### config.mk
export PLATFORM = sky130hd
export DESIGN_NAME = reg_file_sb
export DESIGN_NICKNAME = d
export VERILOG_FILES = /design/src/rtl/reg_file_sb.sv
export SDC_FILE = /design/constraint.sdc
export NUM_CORES = 2
export LEC_CHECK = 0
export ABC_AREA = 1
export ABC_CLOCK_PERIOD_IN_PS = 53000
export CAP_MARGIN = 20
export CORE_ASPECT_RATIO = 0.7
export CORE_UTILIZATION = 40
export DETAILED_ROUTE_END_ITERATION = 7
export PLACE_DENSITY_LB_ADDON = 0.15
export SYNTH_ARGS = -nofsm -noshare
export SYNTH_HDL_FRONTEND = slang
export SYNTH_SLANG_ARGS = --single-unit
### constraint.sdc
create_clock -name clk -period 53 [get_ports clk]
set_clock_uncertainty 0.15 [all_clocks]
set_input_delay 10.6 -clock clk [delete_from_list [all_inputs] [get_ports clk]]
set_output_delay 10.6 -clock clk [all_outputs]
set_load 0.1 [all_outputs]
### src/rtl/reg_file_sb.sv
// Register file with per-register busy scoreboard: one write/retire port, two
// registered read ports with write-first bypass, and an issue port that reserves destinations.
module reg_file_sb #(
    parameter int DATA_W   = 32,
    parameter int ADDR_W   = 5,
    parameter int ZERO_REG = 1
) (
    input  logic              clk,
    input  logic              reset,
    input  logic              wr_en,
    input  logic [ADDR_W-1:0] wr_addr,
    input  logic [DATA_W-1:0] wr_data,
    input  logic [ADDR_W-1:0] rd_addr_a,
    input  logic [ADDR_W-1:0] rd_addr_b,
    output logic [DATA_W-1:0] rd_data_a,
    output logic [DATA_W-1:0] rd_data_b,
    output logic              rd_busy_a,
    output logic              rd_busy_b,
    input  logic              issue_en,
    input  logic [ADDR_W-1:0] issue_addr,
    output logic              issue_stall
);
    localparam int DEPTH = 2 ** ADDR_W;

    logic [DATA_W-1:0] regs [DEPTH];
    logic [DEPTH-1:0]  busy;
    logic [DEPTH-1:0]  busy_next;
    logic              wr_ok;
    logic              issue_ok;

    // A retiring write to the same register releases it in time for the new issue.
    assign issue_stall = issue_en && busy[issue_addr] && !(wr_en && (wr_addr == issue_addr));

    always_comb begin
        wr_ok     = wr_en && !((ZERO_REG != 0) && (wr_addr == '0));
        issue_ok  = issue_en && !issue_stall && !((ZERO_REG != 0) && (issue_addr == '0));
        busy_next = busy;
        if (wr_ok) begin
            busy_next[wr_addr] = 1'b0;
        end
        // Set after clear: a same-cycle issue keeps the register reserved.
        if (issue_ok) begin
            busy_next[issue_addr] = 1'b1;
        end
    end

    always_ff @(posedge clk or posedge reset) begin
        if (reset) begin
            for (int i = 0; i < DEPTH; i++) begin
                regs[i] <= '0;
            end
            busy      <= '0;
            rd_data_a <= '0;
            rd_data_b <= '0;
            rd_busy_a <= 1'b0;
            rd_busy_b <= 1'b0;
        end else begin
            if (wr_ok) begin
                regs[wr_addr] <= wr_data;
            end
            busy      <= busy_next;
            rd_data_a <= (wr_ok && (wr_addr == rd_addr_a)) ? wr_data : regs[rd_addr_a];
            rd_data_b <= (wr_ok && (wr_addr == rd_addr_b)) ? wr_data : regs[rd_addr_b];
            rd_busy_a <= busy_next[rd_addr_a];
            rd_busy_b <= busy_next[rd_addr_b];
        end
    end
endmodule
* After elaboration in Yosys (flattened, before gate mapping)
Index checks and enable logic that the tools add are counted.
Storage, ports and cells: bits in registers 1122, input bits 56, output and inout port bits 67, word-level logic and storage cells 96
Operators by class: magnitude comparators 10, equality and inequality tests 3, muxes and demuxes 23, bitwise logic cells 6, reductions and logical operators 17
Operator list (count):
- bitwise mux 1024 bit | 1
- binary-select mux 32 bit (select 5 bit) | 2
- 2-to-1 mux 32 bit | 9
- demux 32 bit (select 5 bit) | 1
- bitwise AND 32 bit | 1
- inverter 32 bit | 1
- OR 32 bit | 1
- less-than comparator 5 x 6 -> 1 bit (second input constant) | 4
- greater-or-equal comparator 6 bit (second input constant) | 3
- inverter 5 -> 6 bit | 3
- binary-select mux 1 bit (select 5 bit) | 3
- == test 5 bit | 3
- logical AND 1 bit | 11
- demux 1 bit (select 5 bit) | 2
- greater-or-equal comparator 5 x 1 -> 1 bit (second input constant) | 2
- logical NOT 5 bit | 2
- less-than comparator 6 x 1 -> 1 bit (second input constant) | 1
- 2-to-1 mux 1 bit | 5
- logical NOT 1 bit | 4

* Logic depth before layout (Yosys ltp)
depth after elaboration 11, mapped depth 20

* Worst setup path before layout
OpenSTA, ideal clock, no wires.
path kind input-to-output, from in issue_addr[0], to out issue_stall, arrival 12023 ps, required time 42250 ps, setup slack 30227 ps, stages 13, cells stage by stage inv_2 > buf_6 > nand2_1 > nand2_1 > nand2_1 > nand2_1 > nand2_1 > nand2_1 > nor2_1 > nand2_1 > nand2_2 > buf_4 > inv_1
Between the ends: word-level cells in the longest chain between the ends 4, elaborated cells on any way between the ends 7, classes of those cells 1 x eq/ne; 2 x mux; 4 x reduce/logical
Ends and longest elaborated chain:
- from (decl) | line 20 | input logic [ADDR_W-1:0] issue_addr,
- binary-select mux 1 bit (select 5 bit) or == test 5 bit (tied branches) | line 32 | assign issue_stall = issue_en && busy[issue_addr] && !(wr_en && (wr_addr == issue_addr));
- 2-to-1 mux 1 bit (not written as such) or logical AND 1 bit (tied branches) | line 32
- logical AND 1 bit or logical NOT 1 bit (tied branches) | line 32
- logical AND 1 bit * | line 32
- to (decl) | line 21 | output logic issue_stall
Mark *: on every way between the ends. The rest lies on a longest branch, timed or not. The select of a mux whose other input is x is not followed.

* Worst setup path after layout
Ends and elaborated chain as after synthesis.

==> flow_summary.yaml <==
run_status:
  status: "complete, no violations"
pwr:
  power_switching_w: 0.000822
  pwr-share-seq_pct: 45.1
  p_leak_nw: 27.8
  power_density_nw_per_um2: 38.7
  pwr-share-clk_pct: 35.0
  p_comb_share_pct: 19.9
  vdd_ir_drop_max_uv: 29.9
  switching_share_pct: 32.8
  power_w: 0.00251
  p_int_w: 0.00168
route:
  ant_nets: 0
  wl_met3_um: 22900
  drt_first_pass_iters: 8
  met1_length_um: 106000
  wl_um: 246000
  vias: 57600
  wl_per_cell_um: 26.1
  met2WireLength_um: 106000
  via_per_inst: 6.11
  drt-initial-drc-count: 8501
  top_layer_used: "met4"
  drc_errors: 0
clock_network:
  cts_resized: 0
  path_clk_slew_ps: 60
  clock-sinks: 1122
  cts_tree: "built"
  h-tree-depth: 3
  clk_path_buf_depth: 3
  cts_hold_buf: 0
  postCtsSetupBuffers: 0
  clock-root-buffer: "clkbuf_16"
  clock_latency_ps: 760
  cts_made_buffers: 117
placed_design:
  dp.cells: 9200
  io_buffers: 122
  hpwlAfterDp_um: 128000
  place_area_um2: 60700
  place.gp.congestion: 0.862
die:
  fp.dieW_um: 461
  core_region_area_um2: 146000
  fp.dieArea_um2: 149000
  die_height_um: 323
  ios: 123
  rows: 117
  start_util_pct: 40.4
synth:
  syn_area_um2: 59000
  synth_edf_count: 0
  yosys_warnings: 0
  syn_area_per_cell_um2: 7.55
  ys_seq_area_share_pct: 47.6
  yosys_register_bits: 1122
  synth-main-ff-cell: "dfrtp_1"
  syn-num-nets: 7879
  synth_top_area_cell: "dfrtp_1"
  yosys-top-cells-area: "dfrtp_1 48%, o21ai_0 18%, nand2_1 8.6%"
  synth.distinct_cells: 32
  async_flop_share_pct: 100
  syn_inst: 7823
  yosysTopAreaCellShare_pct: 47.6
global_route:
  antenna_found_initial: 11
  track_usage_pct: 32.6
  grt_max_degree: 195
  grt_pass1_wl_um: 365000
  grt_pass1_vias: 53800
  overflow: 0
sta:
  fin_setup_tns_ps: 0
  clock.fmax_mhz: 40.3
  fin_crit_ps: 24820
  finalCritPeriodShare_pct: 46.8
  tightest_slew_ps: 1170
  drv_slew: 0
  hold_viol: 0
  finalSetupViolCount: 0
  rsz0062_at_grt: "false"
  relSlewSlack_pct: 22.1
critical_path:
  crit_type: "input port to primary output"
  r2r_setup_slack_ps: 50090
  startpoint_type: "input port"
  cp_max_fo: 32
  worst_ep_arrival_time_ps: 14070
  required_ps: 42250
  cp-end-kind: "primary output"
layout:
  nets: 7412
  final_cells: 9428
  drive_above_1_share_pct: 5.35
  areaGrowthSynthToFinish_pct: 9.59
  finalInstanceArea_um2: 64700
run:
  cap_violations: 0
hold_path:
  hp-class: "flop to flop"
-- metal layers --
metal	up-vias	global-route usage (%)
met1	28100	45.7
met2	3188	49.4
met4	0	13.6
met5	-	0
met3	524	6.02
li1	25900	-
-- power groups by stage --
stage          sequential (W)  clock [W]  combinational [W]
6_report              0.00113   0.000878           0.000499
5_1_grt               0.00115   0.000923           0.000561
4_1_cts               0.00113   0.000890           0.000494
3_5_place_dp          0.00114          0           0.000494
3_3_place_gp          0.00114          0           0.000483
2_1_floorplan         0.00116          0           0.000323
-- registers in the layout, indices dropped and copies added, names as in the netlist --
register / flops
regs: 1024
busy: 32
rd_data_a: 32
rd_data_b: 32
rd_busy_a: 1
rd_busy_b: 1
-- final timing paths --
| kind | depth (start not counted) | endpoint | from |
|---|---|---|---|
| min in group asynchronous | 2 | regs[230]$_DFFE_PP0P_ | reset |
| max in group asynchronous | 6 | regs[816]$_DFFE_PP0P_ | reset |
| min | 0 | regs[1019]$_DFFE_PP0P_ | regs[1019]$_DFFE_PP0P_ |
| max | 13 | issue_stall | issue_addr[0] |
| min reg2reg | 0 | regs[1019]$_DFFE_PP0P_ | regs[1019]$_DFFE_PP0P_ |
| max reg2reg | 17 | rd_busy_a$_DFF_PP0_ | busy[27]$_DFF_PP0_ |
-- final cells by class --
type                    instances  area, um^2
multi-input cells            5658       27100
repair buffers                232        2110
diodes                         14        35.0
fillers                     14500       81300
clock buffers                 168        3440
well taps                    1963        2460
flip-flops and latches       1122       28100
inverters                     225         897
clock inverters                46         567
-- Yosys cell counts, types with 44 or more instances --
| cell type | number |
|---|---|
| clkbuf_1 | 655 |
| nor2_1 | 947 |
| dfrtp_1 | 1122 |
| o221ai_1 | 44 |
| o21ai_0 | 2096 |
| nand3_1 | 164 |
| o22ai_1 | 320 |
| nand2_1 | 1357 |
| nor3_1 | 131 |
| buf_1 | 50 |
| inv_1 | 219 |
| a211oi_1 | 75 |
| buf_2 | 106 |
| a21oi_1 | 331 |
-- placed cells by master (no fill, tap or decap), types with 4 or more instances in the layout --
cell type / count
dfrtp_1: 1122
o32ai_1: 40
nand3_1: 164
clkbuf_8: 28
nor2_1: 944
bufinv_16: 11
a21oi_1: 331
nand2_1: 1330
clkinv_4: 6
clkbuf_16: 120
a211oi_1: 75
clkdlybuf4s50_1: 105
inv_1: 212
inv_6: 6
o21ai_0: 2096
clkinvlp_4: 5
diode_2: 14
nor2_4: 4
clkinv_2: 19
o221a_2: 34
nand2_4: 27
o21bai_1: 23
xor2_1: 7
clkbuf_1: 22
o22ai_1: 320
nor3_1: 130
buf_4: 112
o31ai_1: 21
buf_12: 6
xnor2_1: 4
o221ai_1: 44
inv_8: 5
o311ai_1: 12
o311ai_0: 11
o211ai_1: 33
-- kinds of logic (layout without fill, tap and decap cells) --
| family | count (synthesis) | after routing | share of synthesized area (%) |
|---|---|---|---|
| buffers and inverters | 1043 | 671 | 6.91 |
| other | 0 | 14 | 0 |
| flip-flops | 1122 | 1122 | 47.6 |
| XOR/XNOR | 11 | 11 | 0.163 |
| AND/OR/NAND/NOR | 2604 | 2604 | 17.2 |
| AO/OA/AOI/OAI | 3043 | 3043 | 28.2 |
-- worst max-delay path, cell delays in order --
cell	delay [ps]
clkdlybuf4s50_1	860
inv_2	490
nand2_1	90
nand2_1	80
nand2_1	50
nand2_1	80
nand2_1	40
nand2_1	70
nor2_1	40
nand2_1	70
nand2_2	310
inv_1	130
clkdlybuf4s50_1	1140
-- per-stage QoR --
stage	hold slack (ps)	worst slack (ps)	util (%)
6_report	252	28180	44.3
2_1_floorplan	290	10650	-
5_1_grt	266	27920	44.3
3_5_place_dp	239	28180	41.6
4_1_cts	255	28190	44.3
3_3_place_gp	237	28240	41.6
(Power assumes the default switching activity.)
